--- src/rtl/cmp_operand_supplier.sv ---
// cmp_operand_supplier: D-stage branch-comparator operand forwarding and load-use stall
module cmp_operand_supplier #(
  parameter int DATA_W = 32,
  parameter int ADDR_W = 5,
  parameter int TNEW_W = 2
) (
  input  logic              clk,
  input  logic              reset,
  input  logic [ADDR_W-1:0] d_rs,
  input  logic [ADDR_W-1:0] d_rt,
  input  logic              d_use,
  input  logic [DATA_W-1:0] grf_rs,
  input  logic [DATA_W-1:0] grf_rt,
  input  logic              d_issue,
  input  logic [ADDR_W-1:0] d_dst,
  input  logic [TNEW_W-1:0] d_tnew,
  input  logic [DATA_W-1:0] e_wdata,
  input  logic [DATA_W-1:0] m_wdata,
  input  logic [DATA_W-1:0] w_wdata,
  output logic [DATA_W-1:0] cmp_a,
  output logic [DATA_W-1:0] cmp_b,
  output logic [1:0]        a_sel,
  output logic [1:0]        b_sel,
  output logic              stall
);
  logic [2:0]             v;
  logic [2:0][ADDR_W-1:0] dst;
  logic [2:0][TNEW_W-1:0] tn;
  logic                   a_rdy, b_rdy;
  function automatic logic [TNEW_W-1:0] dec(input logic [TNEW_W-1:0] t);
    return (t == '0) ? t : t - TNEW_W'(1);
  endfunction
  // {ready, sel}: the youngest matching entry decides; a pending one blocks older ones
  function automatic logic [2:0] pick(input logic [ADDR_W-1:0] r);
    logic [2:0]        m;
    logic [TNEW_W-1:0] t;
    logic [1:0]        sel;
    logic              rdy;
    for (int i = 0; i < 3; i++) m[i] = v[i] && dst[i] == r && r != '0;
    sel = m[0] ? 2'd1 : m[1] ? 2'd2 : m[2] ? 2'd3 : 2'd0;
    t   = m[0] ? tn[0] : m[1] ? tn[1] : tn[2];
    rdy = ~|m || t == '0;
    return {rdy, rdy ? sel : 2'd0};
  endfunction
  function automatic logic [DATA_W-1:0] fwd(input logic [1:0] s, input logic [DATA_W-1:0] g);
    return s == 2'd1 ? e_wdata : s == 2'd2 ? m_wdata : s == 2'd3 ? w_wdata : g;
  endfunction
  assign {a_rdy, a_sel} = pick(d_rs);
  assign {b_rdy, b_sel} = pick(d_rt);
  assign cmp_a = fwd(a_sel, grf_rs);
  assign cmp_b = fwd(b_sel, grf_rt);
  assign stall = d_use & ~(a_rdy & b_rdy);
  // index 0 = E, 1 = M, 2 = W
  always_ff @(posedge clk or posedge reset)
    if (reset) begin
      v   <= '0;
      dst <= '0;
      tn  <= '0;
    end else begin
      v   <= {v[1:0], d_issue & ~stall};
      dst <= {dst[1:0], d_dst};
      tn  <= {dec(tn[1]), dec(tn[0]), d_tnew};
    end
endmodule
--- config.mk ---
export PLATFORM = sky130hd
export DESIGN_NAME = cmp_operand_supplier
export DESIGN_NICKNAME = d
export VERILOG_FILES = /design/src/rtl/cmp_operand_supplier.sv
export SDC_FILE = /design/constraint.sdc
export NUM_CORES = 1
export LEC_CHECK = 0
export CORE_MARGIN = 3
export CORE_UTILIZATION = 32
export DETAILED_ROUTE_END_ITERATION = 8
export MAX_ROUTING_LAYER = met4
export PLACE_DENSITY = 0.89
export SLEW_MARGIN = 20
export SYNTH_ARGS = -nofsm -noshare
export SYNTH_HDL_FRONTEND = slang
export SYNTH_SLANG_ARGS = --single-unit
--- constraint.sdc ---
create_clock -name clk -period 3.3 [get_ports clk]
set_input_delay 0.825 -clock clk [delete_from_list [all_inputs] [get_ports clk]]
set_output_delay 0.825 -clock clk [all_outputs]
set_load 0.05 [all_outputs]
Word level (Yosys, flattened, before mapping). Index checks and enable logic that the tools add are counted.

Equal/unequal tests: 12. Reductions and logical operators: 24. Muxes and demuxes: 20. Bitwise logic cells: 5. Add/subtract/negate cells: 2.

Operators with widths (number): 32-bit 2-to-1 mux (6); 5-bit equality test (6); 2-bit 2-to-1 mux (14); 1-bit logical AND (12); 5-bit nonzero test (2); 2-bit equality test (second input constant) (4); 2-bit logical NOT (4); 3-bit OR reduction (2); 2-bit by 1-bit equality test with 1-bit output (second input constant) (2); 2-bit by 1-bit subtractor with 2-bit output (second input constant) (2); 1-bit AND (3); 1-bit logical NOT (2); 1-bit logical OR (2); 1-bit inverter (2).

Register bits: 24. Output and inout bits: 69. Input bits: 181.

Logic depth before layout (Yosys ltp).
Word-level depth: 12. Mapped depth: 10. Gate-level depth less buffers: 8.

Worst setup path before layout. No wires, ideal clock.

Path type: input-to-output. Start: input d_rs[1]. End: output cmp_a[15]. Data arrival time: 3.374 ns. Data required time: 2.475 ns. Slack: -0.899 ns. Buffers on the path: 3. Stages on the path: 10. Path through: clkbuf_1 xnor2_1 nand4_1 nor4_2 mux2_2 nand2_2 buf_6 buf_4 nand2_1 a31oi_1.

Longest elaborated chain between the ends: 12.

Ends and longest elaborated chain: start: declaration (RTL line 9) `input logic [ADDR_W-1:0] d_rs,`; 5-bit equality test (RTL line 39) `for (int i = 0; i < 3; i++) m[i] = v[i] && dst[i] == r && r != '0;`; 1-bit logical AND (2 in series) (RTL line 39); 2-bit 2-to-1 mux (2 in series) (RTL line 41) `t = m[0] ? tn[0] : m[1] ? tn[1] : tn[2];`; 2-bit logical NOT (RTL line 42) `rdy = ~|m || t == '0;`; 1-bit logical OR (RTL line 42); 2-bit 2-to-1 mux * (RTL line 43) `return {rdy, rdy ? sel : 2'd0};`; 2-bit equality test (RTL line 46) `return s == 2'd1 ? e_wdata : s == 2'd2 ? m_wdata : s == 2'd3 ? w_wdata : g;`; 32-bit 2-to-1 mux (2 in series) (RTL line 46); 32-bit 2-to-1 mux * (RTL line 46); end: declaration (RTL line 20) `output logic [DATA_W-1:0] cmp_a,`.

Mark *: on every way between the ends. The rest lies on a longest branch, timed or not.

Worst setup path after layout.
Start: input d_rt[0]. End: output cmp_b[20].

Longest elaborated chain between the ends: 12.

Ends and longest elaborated chain: start: declaration (RTL line 10) `input logic [ADDR_W-1:0] d_rt,`; 5-bit equality test (RTL line 39); 1-bit logical AND (2 in series) (RTL line 39); 2-bit 2-to-1 mux (2 in series) (RTL line 41); 2-bit logical NOT (RTL line 42); 1-bit logical OR (RTL line 42); 2-bit 2-to-1 mux * (RTL line 43); 2-bit equality test (RTL line 46); 32-bit 2-to-1 mux (2 in series) (RTL line 46); 32-bit 2-to-1 mux * (RTL line 46); end: declaration (RTL line 21) `output logic [DATA_W-1:0] cmp_b,`.

Marks and branches as above.

==> impl_metrics.yaml <==
critical_path:
  crit_arrival_ns: 3.44
  cp-startpoint: "d_rt[0]"
  crit_type: "in -> out"
  critPathLaunchType: "primary input"
  end_kind: "output pin"
  r2r_slack_ns: 0.72
  r2r-end: "v[0]"
  crit_path_end: "cmp_b[20]"
  rr_startpoint: "dst[4]"
  crit_required_ns: 2.47
  reg2reg_depth: 8
  crit_fanout: 7
floorplanning:
  coreArea_mm2: 0.00991
  pin_count: 250
  die-area_mm2: 0.0116
  rows: 36
  initial_core_util: 0.334
  fp.dieW_um: 108
  die-height_um: 108
global_route:
  grt_overflow_total: 0
  grt_max_degree: 48
  grt_pass1_vias: 6470
  grt_pass1_wl_um: 39200
  antenna_found_initial: 3
  gr-usage-all-layers: 0.459
detailed_routing:
  first_iter_violations: 937
  drt-total-wl_um: 33300
  via_per_inst: 7.22
  num_vias: 6766
  first_pass_iters: 9
  drc: 0
  ant_nets: 0
  wl_per_cell_um: 35.5
pwr:
  powerDensity_mw_per_mm2: 205
  switching_power_mw: 0.841
  seqPwrFrac: 0.170
  p_int_mw: 1.10
  combPwrFrac: 0.727
  swShare: 0.433
  p_total_mw: 1.94
  ir_drop_mv: 0.394
  p_leak_nw: 3.51
  clkPwrFrac: 0.103
timing:
  maxSlewViolCount: 0
  fin_crit_ns: 4.26
  slew_headroom: 0.363
  finalHoldViolCount: 0
  fin_skew_ns: 0.000875
  rsz0062_at_grt: "yes"
  setup_ws_ns: -0.962
  worst_pin_slew_ns: 0.955
  setup_viol: 69
  fin_crit_sh: 1.29
  max_freq_mhz: 235
worst_hold_path:
  worst_hold_path_type: "reg -> reg"
  worstHoldStart: "v[1]"
flow_run:
  cap_violations: 0
finish:
  layout_commonest_cell: "clkdlybuf4s50_1"
  area_growth_pct: 186
  seq_area_um2: 601
  final_area_mm2: 0.00946
  drive_gt1_frac: 0.456
  final_cell_mix: "170 x clkdlybuf4s50_1, 94 x buf_12, 70 x nand2_1, 56 x nand3_1, 53 x buf_4"
  fill_cells: 240
  multi_input_area_mm2: 0.00406
  nets: 983
cts:
  htree_num_levels: 1
  cts_buffers: 3
  clockRootBuffer: "clkbuf_8"
  hold_buffers: 0
  cts_sinks: 24
  worstSkewPairLatency_ns: 0.27
  clk_pin_slew_ns: 0.08
  tritoncts: "done"
  clk_path_buf_depth: 2
yosys:
  yosys_warnings: 0
  synthCells: 494
  avgSynthCellArea_um2: 6.69
  ys_ff_latch: 24
  synth_fp_nets: 675
  syn_area_mm2: 0.00331
  yosysSeqAreaShare: 0.182
  synth.distinct_cells: 35
placement:
  place_area_mm2: 0.00803
  place_congestion: 0.941
  dp_hpwl_um: 16400
  port_buffers: 249
run_status:
  run_status: "finished with violations"
  violations: "negative setup slack"
-- registers in the layout, indices dropped and copies added, names as in the netlist --
name and flops:
tn 6, dst 15, v 3
-- through the flow --
stage / utilization / TNS, ns / worst slack (ns) / hold slack (ns) / instances
4_1_cts: 0.904 / -36.88 / -0.588 / 0.441 / 915
3_3_place_gp: 0.811 / -56.89 / -0.947 / 0.395 / 887
2_1_floorplan: - / -19.22 / -0.333 / 0.373 / 494
3_5_place_dp: 0.811 / -64.70 / -1.08 / 0.418 / 887
5_1_grt: 0.954 / -50.60 / -1.04 / 0.446 / 937
6_report: 0.954 / -47.71 / -0.962 / 0.444 / 937
-- synth_stat cells, drive strengths merged --
cell | count | share of area
and2 | 2 | 0.0038
xnor2 | 24 | 0.064
a21oi | 17 | 0.026
nor2b | 3 | 0.0057
or2 | 3 | 0.0057
mux2i | 17 | 0.051
o31ai | 64 | 0.15
xor2 | 6 | 0.016
inv | 6 | 0.0068
mux2 | 2 | 0.0068
or4 | 3 | 0.0091
nor3 | 3 | 0.0045
o21ai | 2 | 0.0030
nor4 | 2 | 0.0076
a221oi | 2 | 0.0053
o22ai | 1 | 0.0019
clkbuf | 26 | 0.031
nand4 | 4 | 0.0076
a31oi | 49 | 0.093
nand2 | 98 | 0.11
dfrtp | 24 | 0.18
nor4b | 2 | 0.014
or3 | 1 | 0.0019
nand3 | 66 | 0.10
o211ai | 2 | 0.0076
nor2 | 38 | 0.045
buf | 27 | 0.044
-- how the worst min path moves through the flow --
stage,cells after the start,endpoint
floorplan,0,v[2]
global placement,0,v[2]
detailed placement,0,v[2]
CTS,0,v[2]
global route,0,v[2]
finish,0,v[2]
-- per-layer routing --
layer | GRT usage | share of wire | vias up
li1 | - | - | 2433
met1 | 0.446 | 0.30 | 3123
met2 | 0.756 | 0.43 | 834
met3 | 0.163 | 0.15 | 376
met4 | 0.334 | 0.12 | 0
met5 | - | 0 | -
-- power by group through the flow --
| stage | clock, mW | sequential [mW] | combinational, mW |
|---|---|---|---|
| after detailed placement | 0 | 0.330 | 1.21 |
| after floorplan | 0 | 0.326 | 0.569 |
| after CTS | 0.202 | 0.325 | 1.28 |
| after global routing | 0.213 | 0.331 | 1.43 |
| final | 0.201 | 0.330 | 1.41 |
| after global placement | 0 | 0.328 | 1.17 |
-- critical path: stages --
cell	delay (ns)
buf_6	0.09
or4_4	0.58
buf_6	0.15
o211ai_4	0.19
nor3_2	0.07
mux2_4	0.31
nand2_8	0.10
bufbuf_16	0.29
nand2_1	0.24
a31oi_4	0.39
buf_12	0.19
-- kinds of logic after synthesis --
family,synth area share
muxes,0.0583
DFF,0.182
and+or+nand+nor,0.317
AOI/OAI and AO/OA,0.281
buffers and inverters,0.0817
xor gates and xnor gates,0.0795
-- timing repair --
action,in CTS,in global routing
pin swaps,43,31
resized for setup,147,79
gates cloned,8,2
setup endpoints to repair,69,69
buffers inserted,17,23
-- layout make-up --
| cell class | instances | area share |
|---|---|---|
| antenna | 3 | 0.000794 |
| clock buffer | 4 | 0.00582 |
| sequential | 24 | 0.0635 |
| tap | 133 | 0.0176 |
| timing repair inverter | 1 | 0.00119 |
| multi-input combinational | 411 | 0.429 |
| timing repair buffer | 355 | 0.475 |
| inverter | 6 | 0.00675 |
Power figures use the tool's default switching activity.
